`src/rtl/stopwatch_sequencer.sv`:
```
// Stopwatch run/pause/split sequencer: button conditioning, mode FSM,
// count prescaler, display freeze and lap time buffer.
module stopwatch_sequencer #(
  parameter int TICK_DIV     = 500000,
  parameter int DEBOUNCE_CYC = 1000000,
  parameter int LAP_DEPTH    = 8,
  localparam int AW          = $clog2(LAP_DEPTH)
) (
  input  logic          clk,
  input  logic          rst,
  input  logic          btn_start,
  input  logic          btn_lap,
  input  logic [5:0]    cnt_min,
  input  logic [5:0]    cnt_sec,
  input  logic [6:0]    cnt_ms10,
  output logic          cnt_tick,
  output logic          cnt_en,
  output logic          cnt_clr,
  output logic [5:0]    disp_min,
  output logic [5:0]    disp_sec,
  output logic [6:0]    disp_ms10,
  output logic [1:0]    state_o,
  output logic [AW:0]   lap_cnt,
  output logic          lap_full,
  input  logic [AW-1:0] lap_rd_addr,
  output logic [18:0]   lap_rd_data
);

  localparam int DW = $clog2(DEBOUNCE_CYC + 1);
  localparam int PW = $clog2(TICK_DIV + 1);

  typedef enum logic [1:0] {
    S_IDLE  = 2'b00,
    S_RUN   = 2'b01,
    S_PAUSE = 2'b10,
    S_SPLIT = 2'b11
  } state_t;

  state_t               r_state;
  state_t               w_nxt;
  logic [1:0]           w_raw;
  logic [1:0]           r_s1;
  logic [1:0]           r_s2;
  logic [1:0]           r_lvl;
  logic [1:0]           r_lvl_d;
  logic [1:0][DW-1:0]   r_db;
  logic [1:0]           w_ev;
  logic                 w_ev_start;
  logic                 w_ev_lap;
  logic                 w_en;
  logic                 w_cap;
  logic                 w_clr;
  logic                 r_clr;
  logic                 w_tick;
  logic [PW-1:0]        r_pre;
  logic [AW:0]          r_lap_cnt;
  logic                 w_full;
  logic [18:0]          w_cnt;
  logic [18:0]          r_frz;
  logic [18:0]          r_mem [LAP_DEPTH];
  logic [18:0]          r_rd;

  assign w_raw = {btn_lap, btn_start};
  assign w_cnt = {cnt_min, cnt_sec, cnt_ms10};

  // Two-flop synchronizer for both raw buttons
  always_ff @(posedge clk or negedge rst) begin
    if (!rst) begin
      r_s1 <= '0;
      r_s2 <= '0;
    end else begin
      r_s1 <= w_raw;
      r_s2 <= r_s1;
    end
  end

  // Accept a new level only after it has been stable for the full window
  always_ff @(posedge clk or negedge rst) begin
    if (!rst) begin
      r_lvl   <= '0;
      r_lvl_d <= '0;
      r_db    <= '0;
    end else begin
      r_lvl_d <= r_lvl;
      for (int i = 0; i < 2; i++) begin
        if (r_s2[i] == r_lvl[i]) begin
          r_db[i] <= '0;
        end else if (r_db[i] == DW'(DEBOUNCE_CYC - 1)) begin
          r_db[i]  <= '0;
          r_lvl[i] <= r_s2[i];
        end else begin
          r_db[i] <= r_db[i] + DW'(1);
        end
      end
    end
  end

  // Start wins over lap when both fire together
  assign w_ev       = r_lvl & ~r_lvl_d;
  assign w_ev_start = w_ev[0];
  assign w_ev_lap   = w_ev[1] & ~w_ev[0];

  // FSM state register
  always_ff @(posedge clk or negedge rst) begin
    if (!rst) r_state <= S_IDLE;
    else      r_state <= w_nxt;
  end

  // FSM next-state decode
  always_comb begin
    w_nxt = r_state;
    unique case (r_state)
      S_IDLE: begin
        if (w_ev_start) w_nxt = S_RUN;
      end
      S_RUN: begin
        if (w_ev_start)    w_nxt = S_PAUSE;
        else if (w_ev_lap) w_nxt = S_SPLIT;
      end
      S_SPLIT: begin
        if (w_ev_start)    w_nxt = S_PAUSE;
        else if (w_ev_lap) w_nxt = S_RUN;
      end
      S_PAUSE: begin
        if (w_ev_start)    w_nxt = S_RUN;
        else if (w_ev_lap) w_nxt = S_IDLE;
      end
      default: w_nxt = S_IDLE;
    endcase
  end

  // FSM outputs: core enable, lap capture strobe, clear request
  always_comb begin
    w_en  = 1'b0;
    w_cap = 1'b0;
    w_clr = 1'b0;
    unique case (1'b1)
      (r_state == S_RUN): begin
        w_en  = 1'b1;
        w_cap = w_ev_lap;
      end
      (r_state == S_SPLIT): w_en  = 1'b1;
      (r_state == S_PAUSE): w_clr = w_ev_lap;
      default: ;
    endcase
  end

  // Clear pulse lines up with the entry into IDLE
  always_ff @(posedge clk or negedge rst) begin
    if (!rst) r_clr <= 1'b0;
    else      r_clr <= w_clr;
  end

  assign w_tick = w_en && (r_pre == PW'(TICK_DIV - 1));

  // Prescaler restarts a full period whenever counting resumes
  always_ff @(posedge clk or negedge rst) begin
    if (!rst)                         r_pre <= '0;
    else if (!w_en || r_clr || w_tick) r_pre <= '0;
    else                              r_pre <= r_pre + PW'(1);
  end

  assign w_full = (r_lap_cnt == (AW + 1)'(LAP_DEPTH));

  // Lap capture into buffer plus display freeze register
  always_ff @(posedge clk or negedge rst) begin
    if (!rst) begin
      r_lap_cnt <= '0;
      r_frz     <= '0;
      for (int i = 0; i < LAP_DEPTH; i++) r_mem[i] <= '0;
    end else if (w_clr) begin
      r_lap_cnt <= '0;
    end else if (w_cap) begin
      r_frz <= w_cnt;
      if (!w_full) begin
        r_mem[r_lap_cnt[AW-1:0]] <= w_cnt;
        r_lap_cnt <= r_lap_cnt + (AW + 1)'(1);
      end
    end
  end

  // Registered readout, zero beyond the stored laps
  always_ff @(posedge clk or negedge rst) begin
    if (!rst)
      r_rd <= '0;
    else if ({1'b0, lap_rd_addr} < r_lap_cnt)
      r_rd <= r_mem[lap_rd_addr];
    else
      r_rd <= '0;
  end

  assign cnt_tick    = w_tick;
  assign cnt_en      = w_en;
  assign cnt_clr     = r_clr;
  assign state_o     = r_state;
  assign lap_cnt     = r_lap_cnt;
  assign lap_full    = w_full;
  assign lap_rd_data = r_rd;
  assign {disp_min, disp_sec, disp_ms10} =
    (r_state == S_SPLIT) ? r_frz : w_cnt;

endmodule

```
`config.mk`:
```
export PLATFORM = sky130hd
export DESIGN_NAME = stopwatch_sequencer
export DESIGN_NICKNAME = d
export VERILOG_FILES = /design/src/rtl/stopwatch_sequencer.sv
export SDC_FILE = /design/constraint.sdc
export NUM_CORES = 1
export LEC_CHECK = 0
export CORE_MARGIN = 3
export CORE_UTILIZATION = 44
export DETAILED_ROUTE_END_ITERATION = 10
export GPL_ROUTABILITY_DRIVEN = 1
export REMOVE_ABC_BUFFERS = 1
export SLEW_MARGIN = 20
export SYNTH_ARGS = -nofsm -noshare
export SYNTH_HDL_FRONTEND = slang
export SYNTH_SLANG_ARGS = --single-unit
```
`constraint.sdc`:
```
create_clock -name clk -period 2.54 [get_ports clk]
set_input_delay 0.508 -clock clk [delete_from_list [all_inputs] [get_ports clk]]
set_output_delay 0.508 -clock clk [all_outputs]
set_load 0.02 [all_outputs]
```
* Word level (Yosys, flattened, before mapping) *
Cells that the tools add are included.

operators by class
  $add $sub $neg = 4
  order comparisons = 4
  equal/unequal tests = 14
  mux-type cells = 27
  bitwise operators = 10
  reductions and logical operators = 14

operators with widths
  cell                                                                   number
  152-bit bitwise mux                                                    1
  19-bit two-way mux                                                     6
  20-bit two-way mux                                                     4
  19-bit binary-select mux with 3-bit select                             1
  19-bit demux with 3-bit select                                         1
  20-bit by 1-bit adder with 20-bit output (second input constant)       2
  20-bit equality test (second input constant)                           2
  19-bit by 1-bit adder with 19-bit output (second input constant)       1
  19-bit equality test (second input constant)                           1
  2-bit two-way mux                                                      7
  4-bit two-way mux                                                      3
  3-bit != test (second input constant)                                  3
  4-bit greater-or-equal comparator (second input constant)              2
  3-bit NOT with 4-bit output                                            2
  2-bit one-hot mux with 4 select lines                                  1
  2-bit AND reduction                                                    4
  1-bit NOT                                                              5
  4-bit by 1-bit adder with 4-bit output (second input constant)         1
  2-bit equality test (second input constant)                            2
  4-bit equality test (second input constant)                            1
  3-bit by 4-bit < comparator with 1-bit output                          1
  4-bit by 1-bit < comparator with 1-bit output (second input constant)  1
  4-bit AND reduction                                                    1
  1-bit two-way mux                                                      3
  14 further kinds                                                       17

storage, ports and cells
  flip-flop bits (word level) = 264
  bits of input ports = 26

* Logic depth before layout (Yosys ltp) *
  depth after elaboration = 7
  gate-level depth with buffers = 9
  mapped depth without buffers = 6

* Least setup slack after synthesis *
OpenSTA, ideal clock, no wires.

  kind = register to register
  start point = register r_lap_cnt[1] (netlist: lap_cnt[1])
  end point = register r_mem[141] in the netlist's numbering
  setup time = 125 ps
  arrival = 2365 ps
  data required time = 2415 ps
  slack = 51 ps
  stages on the path, launching flop included = 9
  period minus slack after synthesis = 2489 ps
  cell sequence = dfrtp_1 -> clkbuf_1 -> inv_1 -> ha_1 -> nand2_1 -> o2111ai_4 -> nor4_4 -> buf_6 -> mux2_2

on the way
  longest elaborated chain between the ends = 6
  elaborated cells on any way between the ends = 10
  classes of those cells = 2 x order compare; 1 x eq/ne; 3 x mux; 2 x bitwise; 2 x reduce/logical

ends and longest elaborated chain
  what                                                                                                                             line  RTL
  start: declaration                                                                                                               56    logic [AW:0] r_lap_cnt;
  start signal: assignment                                                                                                         177   r_lap_cnt <= r_lap_cnt + (AW + 1)'(1);
  3-bit NOT with 4-bit output (implied by the code)                                                                                176   r_mem[r_lap_cnt[AW-1:0]] <= w_cnt;
  4-bit greater-or-equal comparator (implied by the code) / 4-bit by 1-bit < comparator with 1-bit output (equally long branches)  176
  1-bit logical AND (implied by the code)                                                                                          176
  19-bit two-way mux (implied by the code)                                                                                         176
  19-bit demux with 3-bit select                                                                                                   176
  152-bit bitwise mux                                                                                                              176
  end signal: indexed assignment                                                                                                   176
  end: declaration                                                                                                                 60    logic [18:0] r_mem [LAP_DEPTH];

Parallel ways exist; a longest one is shown, timed or not.
A chain may end at the register's enable or synchronous reset.

* Worst setup path in the final report *
  start point = register r_state[1] (netlist: state_o[1])
  end point = output disp_ms10[2]

on the way
  longest elaborated chain between the ends = 2

ends and longest elaborated chain
  what                      line  RTL
  start: declaration        39    state_t r_state;
  start signal: assignment  106   else r_state <= w_nxt;
  2-bit equality test       200   (r_state == S_SPLIT) ? r_frz : w_cnt;
  19-bit two-way mux        200
  end: declaration          21    output logic [6:0] disp_ms10,

No other way between the ends.

==> impl_metrics.csv <==
group,metric,value,unit
worst_setup_path,startpoint_type,"register",
clock_network,cts-htree-levels,1,
route,wl_per_cell,18.6,um
clock_network,post_cts_buffers,0,
cells_and_area,antenna_cells,0,
sta,rsz0062_at_grt,"false",
pwr,power_switching,0.00196,W
clock_network,root_buffer,"clkbuf_16",
sta,finalSetupTns,0,ps
synthesis,synth_cell_types,50,
grt,grt_pass1_wl,41.2,mm
grt,grt.total_usage,0.175,
pwr,switching_share,0.215,
grt,grt_start_max_net_pins,59,
pwr,internal_power,0.00715,W
synthesis,synth_cells,885,
cells_and_area,drive_above_1_share,0.355,
status,run_status,"finished, final reports clean",
sta,hold_viol_final,0,
pwr,power_density,627,mW/mm^2
worst_setup_path,slowest_delay,440,ps
cells_and_area,fin_util,0.538,
worst_setup_path,critPathCaptureType,"output port",
die,io-pin-count,74,
sta,fin_crit,2490,ps
run,maxCapViolCount,0,
sta,setup_viol,0,
route,drt_wl_total,25.2,mm
cells_and_area,register_area,0.00661,mm^2
grt,overflow,0,
clock_network,clk_latency,540,ps
sta,fin_worst_skew,21.1,ps
die,dieWidth,172,um
clock_network,cts.clk_slew.worst_paths,60,ps
clock_network,clkSinkCount,264,
worst_setup_path,path_cells,"nand2_2, buf_12, mux2_2, dlygate4sd2_1",
die,core-area,0.0270,mm^2
worst_setup_path,worstPathArrival,1980,ps
hold_path,hold_path.class,"register to register",
route,drc,0,
worst_setup_path,critPathMaxFanout,13,
sta,relSlewSlack,0.527,
place,hpwl,16.1,mm
worst_setup_path,worstPathRequired,2030,ps
pwr,irDropWorstVdd,0.375,mV
synthesis,yosysWarnings,0,
die,rows,60,
worst_setup_path,cp_slowest_cell,"dfrtp_2",
cells_and_area,multi_input_area,0.00517,mm^2
route,detailroute.via_count,7386,
route,firstDrtPassIters,4,
pwr,p_clk_frac,0.472,
cells_and_area,nFillCells,2275,
sta,worst_pin_slew,709,ps
sta,max_freq,402,MHz
cells_and_area,nets,1023,
synthesis,synth-async-reset-ratio,1.00,
route,postRouteAntennaNets,0,
synthesis,synth_area_per_cell,13.7,um^2
route,vias_per_cell,5.46,
die,dieArea,0.0296,mm^2
pwr,leakagePower,6.49,nW
synthesis,syn_area,0.0121,mm^2
pwr,power_frac_seq,0.473,
die,fp.dieH,172,um
sta,report.final.slew_viol_count,0,
pwr,pwr-share-comb,0.055,
grt,grt_pass1_vias,7425,
die,start_util,0.448,
synthesis,synth-main-ff-cell,"dfrtp_1",
synthesis,ys_ff_latch,264,
sta,timing.final.crit_share,0.979,
grt,antenna_found_initial,0,
synthesis,synth_edf_count,0,
place,place_congestion,0.761,
clock_network,numCtsBuffers,29,
synthesis,ys_seq_area_frac,0.545,
clock_network,cts_tree,"yes",
cells_and_area,area_delta_synth_final,20.0,%
worst_setup_path,critPathKind,"register to output port",
route,drt_iter0_markers,388,
clock_network,ctsLongestPathBuffers,3,
place,portBuffers,73,
## flip-flops by register name, summed over array words and instances, names as in the netlist
| register | count |
|---|---|
| r_mem | 152 |
| r_db | 40 |
| lap_rd_data | 19 |
| r_frz | 19 |
| r_pre | 19 |
| lap_cnt | 4 |
| r_lvl | 2 |
| r_lvl_d | 2 |
| r_s1 | 2 |
| r_s2 | 2 |
| state_o | 2 |
| cnt_clr | 1 |
## final timing paths
path	from	slack [ps]	to	cells past startpoint
worst max-delay path	state_o[1]	50	disp_ms10[2]	4
min in group asynchronous	rst	510	r_frz[11]	2
worst min-delay path	r_s1[0]	350	r_s2[0]	0
worst max register to register	lap_cnt[0]	390	r_mem[116]	7
max in group asynchronous	rst	1310	r_mem[134]	3
worst min register to register	r_s1[0]	350	r_s2[0]	0
## metal layers
layer,wire length [um],GRT usage,vias up
li1,-,-,3445
met4,379,0.0351,0
met1,12200,0.261,3813
met5,0,0,-
met2,11800,0.278,101
met3,739,0.0235,27
## power by group through the flow
stage | logic, W | registers [W] | clock network (W)
after detailed placement | 0.000524 | 0.00438 | 0
after global routing | 0.000554 | 0.00431 | 0.00460
final | 0.000501 | 0.00431 | 0.00430
after global placement | 0.000521 | 0.00438 | 0
after floorplan | 0.000186 | 0.00438 | 0
after CTS | 0.000516 | 0.00431 | 0.00441
## final cells by class
type,instances,share of cell area
flip-flops and latches,264,0.455
clock buffers,41,0.0592
well taps,341,0.0294
clock inverters,11,0.00921
inverters,18,0.00465
multi-input cells,546,0.356
repair buffers,131,0.0869
## repair_timing
item | in CTS | in global routing
resized for setup | 22 | 5
hold buffers | 1 | 0
hold endpoints to repair | 50 | 0
endpoints found under the setup margin | 21 | 2
## synth_stat cells (2+ instances only)
cell	count	area (um^2)
mux2_2	172	1940
nor4bb_1	2	20.0
ha_1	7	87.6
buf_2	10	50.1
buf_6	3	33.8
nor4_1	10	62.6
dfrtp_1	264	6610
mux4_2	38	856
nand2b_1	2	12.5
or2_2	2	12.5
xor2_1	13	114
a21o_1	2	15.0
or3_1	14	87.6
mux2_4	20	300
nor2_2	3	18.8
buf_4	2	15.0
and4_1	3	26.3
clkbuf_1	18	67.6
xnor2_1	26	228
nand2_1	21	78.8
o21ai_0	15	75.1
and3_1	5	31.3
and2_1	2	12.5
nor2_1	46	173
mux2i_1	20	200
or4_1	10	75.1
inv_1	17	63.8
nor3_1	11	55.1
buf_12	2	40.0
buf_1	22	82.6
o31ai_1	7	52.6
nor3_4	2	32.5
nor2b_1	2	12.5
nand4_1	13	81.3
o31ai_2	2	25.0
a21oi_1	39	195
nand3_1	25	125
## cell usage in the layout, fill, tap and decap left out, types with 9 or more instances in the layout
master / instances
a21oi_1: 39
buf_12: 10
buf_4: 47
clkbuf_16: 29
clkbuf_8: 9
clkdlybuf4s50_1: 49
dfrtp_1: 263
dlygate4sd2_1: 20
inv_1: 17
mux2_2: 172
mux2_4: 20
mux2i_1: 20
mux4_2: 38
nand2_1: 20
nand3_1: 25
nand4_1: 13
nor2_1: 46
nor3_1: 11
nor4_1: 9
o21ai_0: 15
or3_1: 14
or4_1: 10
xnor2_1: 26
xor2_1: 13
## worst max-delay path, delay by kind of cell (launching register included)
| family | cells | cell delay, ps |
|---|---|---|
| flip-flops | 1 | 440 |
| multiplexers | 1 | 370 |
| AND/OR/NAND/NOR | 1 | 110 |
| buffers and inverters | 2 | 490 |
## kinds of logic (layout without fill, tap and decap cells)
kind of cell / Yosys count / in the layout / share of synthesized area
flip-flops: 264 / 264 / 0.545
multiplexers: 250 / 250 / 0.272
AND/OR/NAND/NOR: 183 / 183 / 0.0855
buffers and inverters: 75 / 201 / 0.0294
AO/OA/AOI/OAI: 67 / 67 / 0.0325
XOR/XNOR: 39 / 39 / 0.0282
adder cells (fa/ha/maj): 7 / 7 / 0.00723
## metrics by stage
| step | power [W] | setup slack [ps] | std cells | instance area, um^2 | hold slack, ps |
|---|---|---|---|---|---|
| after global placement | 0.00490 | 257 | 1299 | 13500 | 333 |
| after floorplan | 0.00457 | 7.19 | 828 | 11800 | 212 |
| after global routing | 0.00947 | 7.30 | 1352 | 14500 | 356 |
| after CTS | 0.00923 | 4.90 | 1352 | 14500 | 351 |
| after detailed placement | 0.00491 | 263 | 1299 | 13500 | 335 |
| final | 0.00911 | 53.4 | 1352 | 14500 | 351 |
No activity file was read; power rests on OpenSTA's default activity.
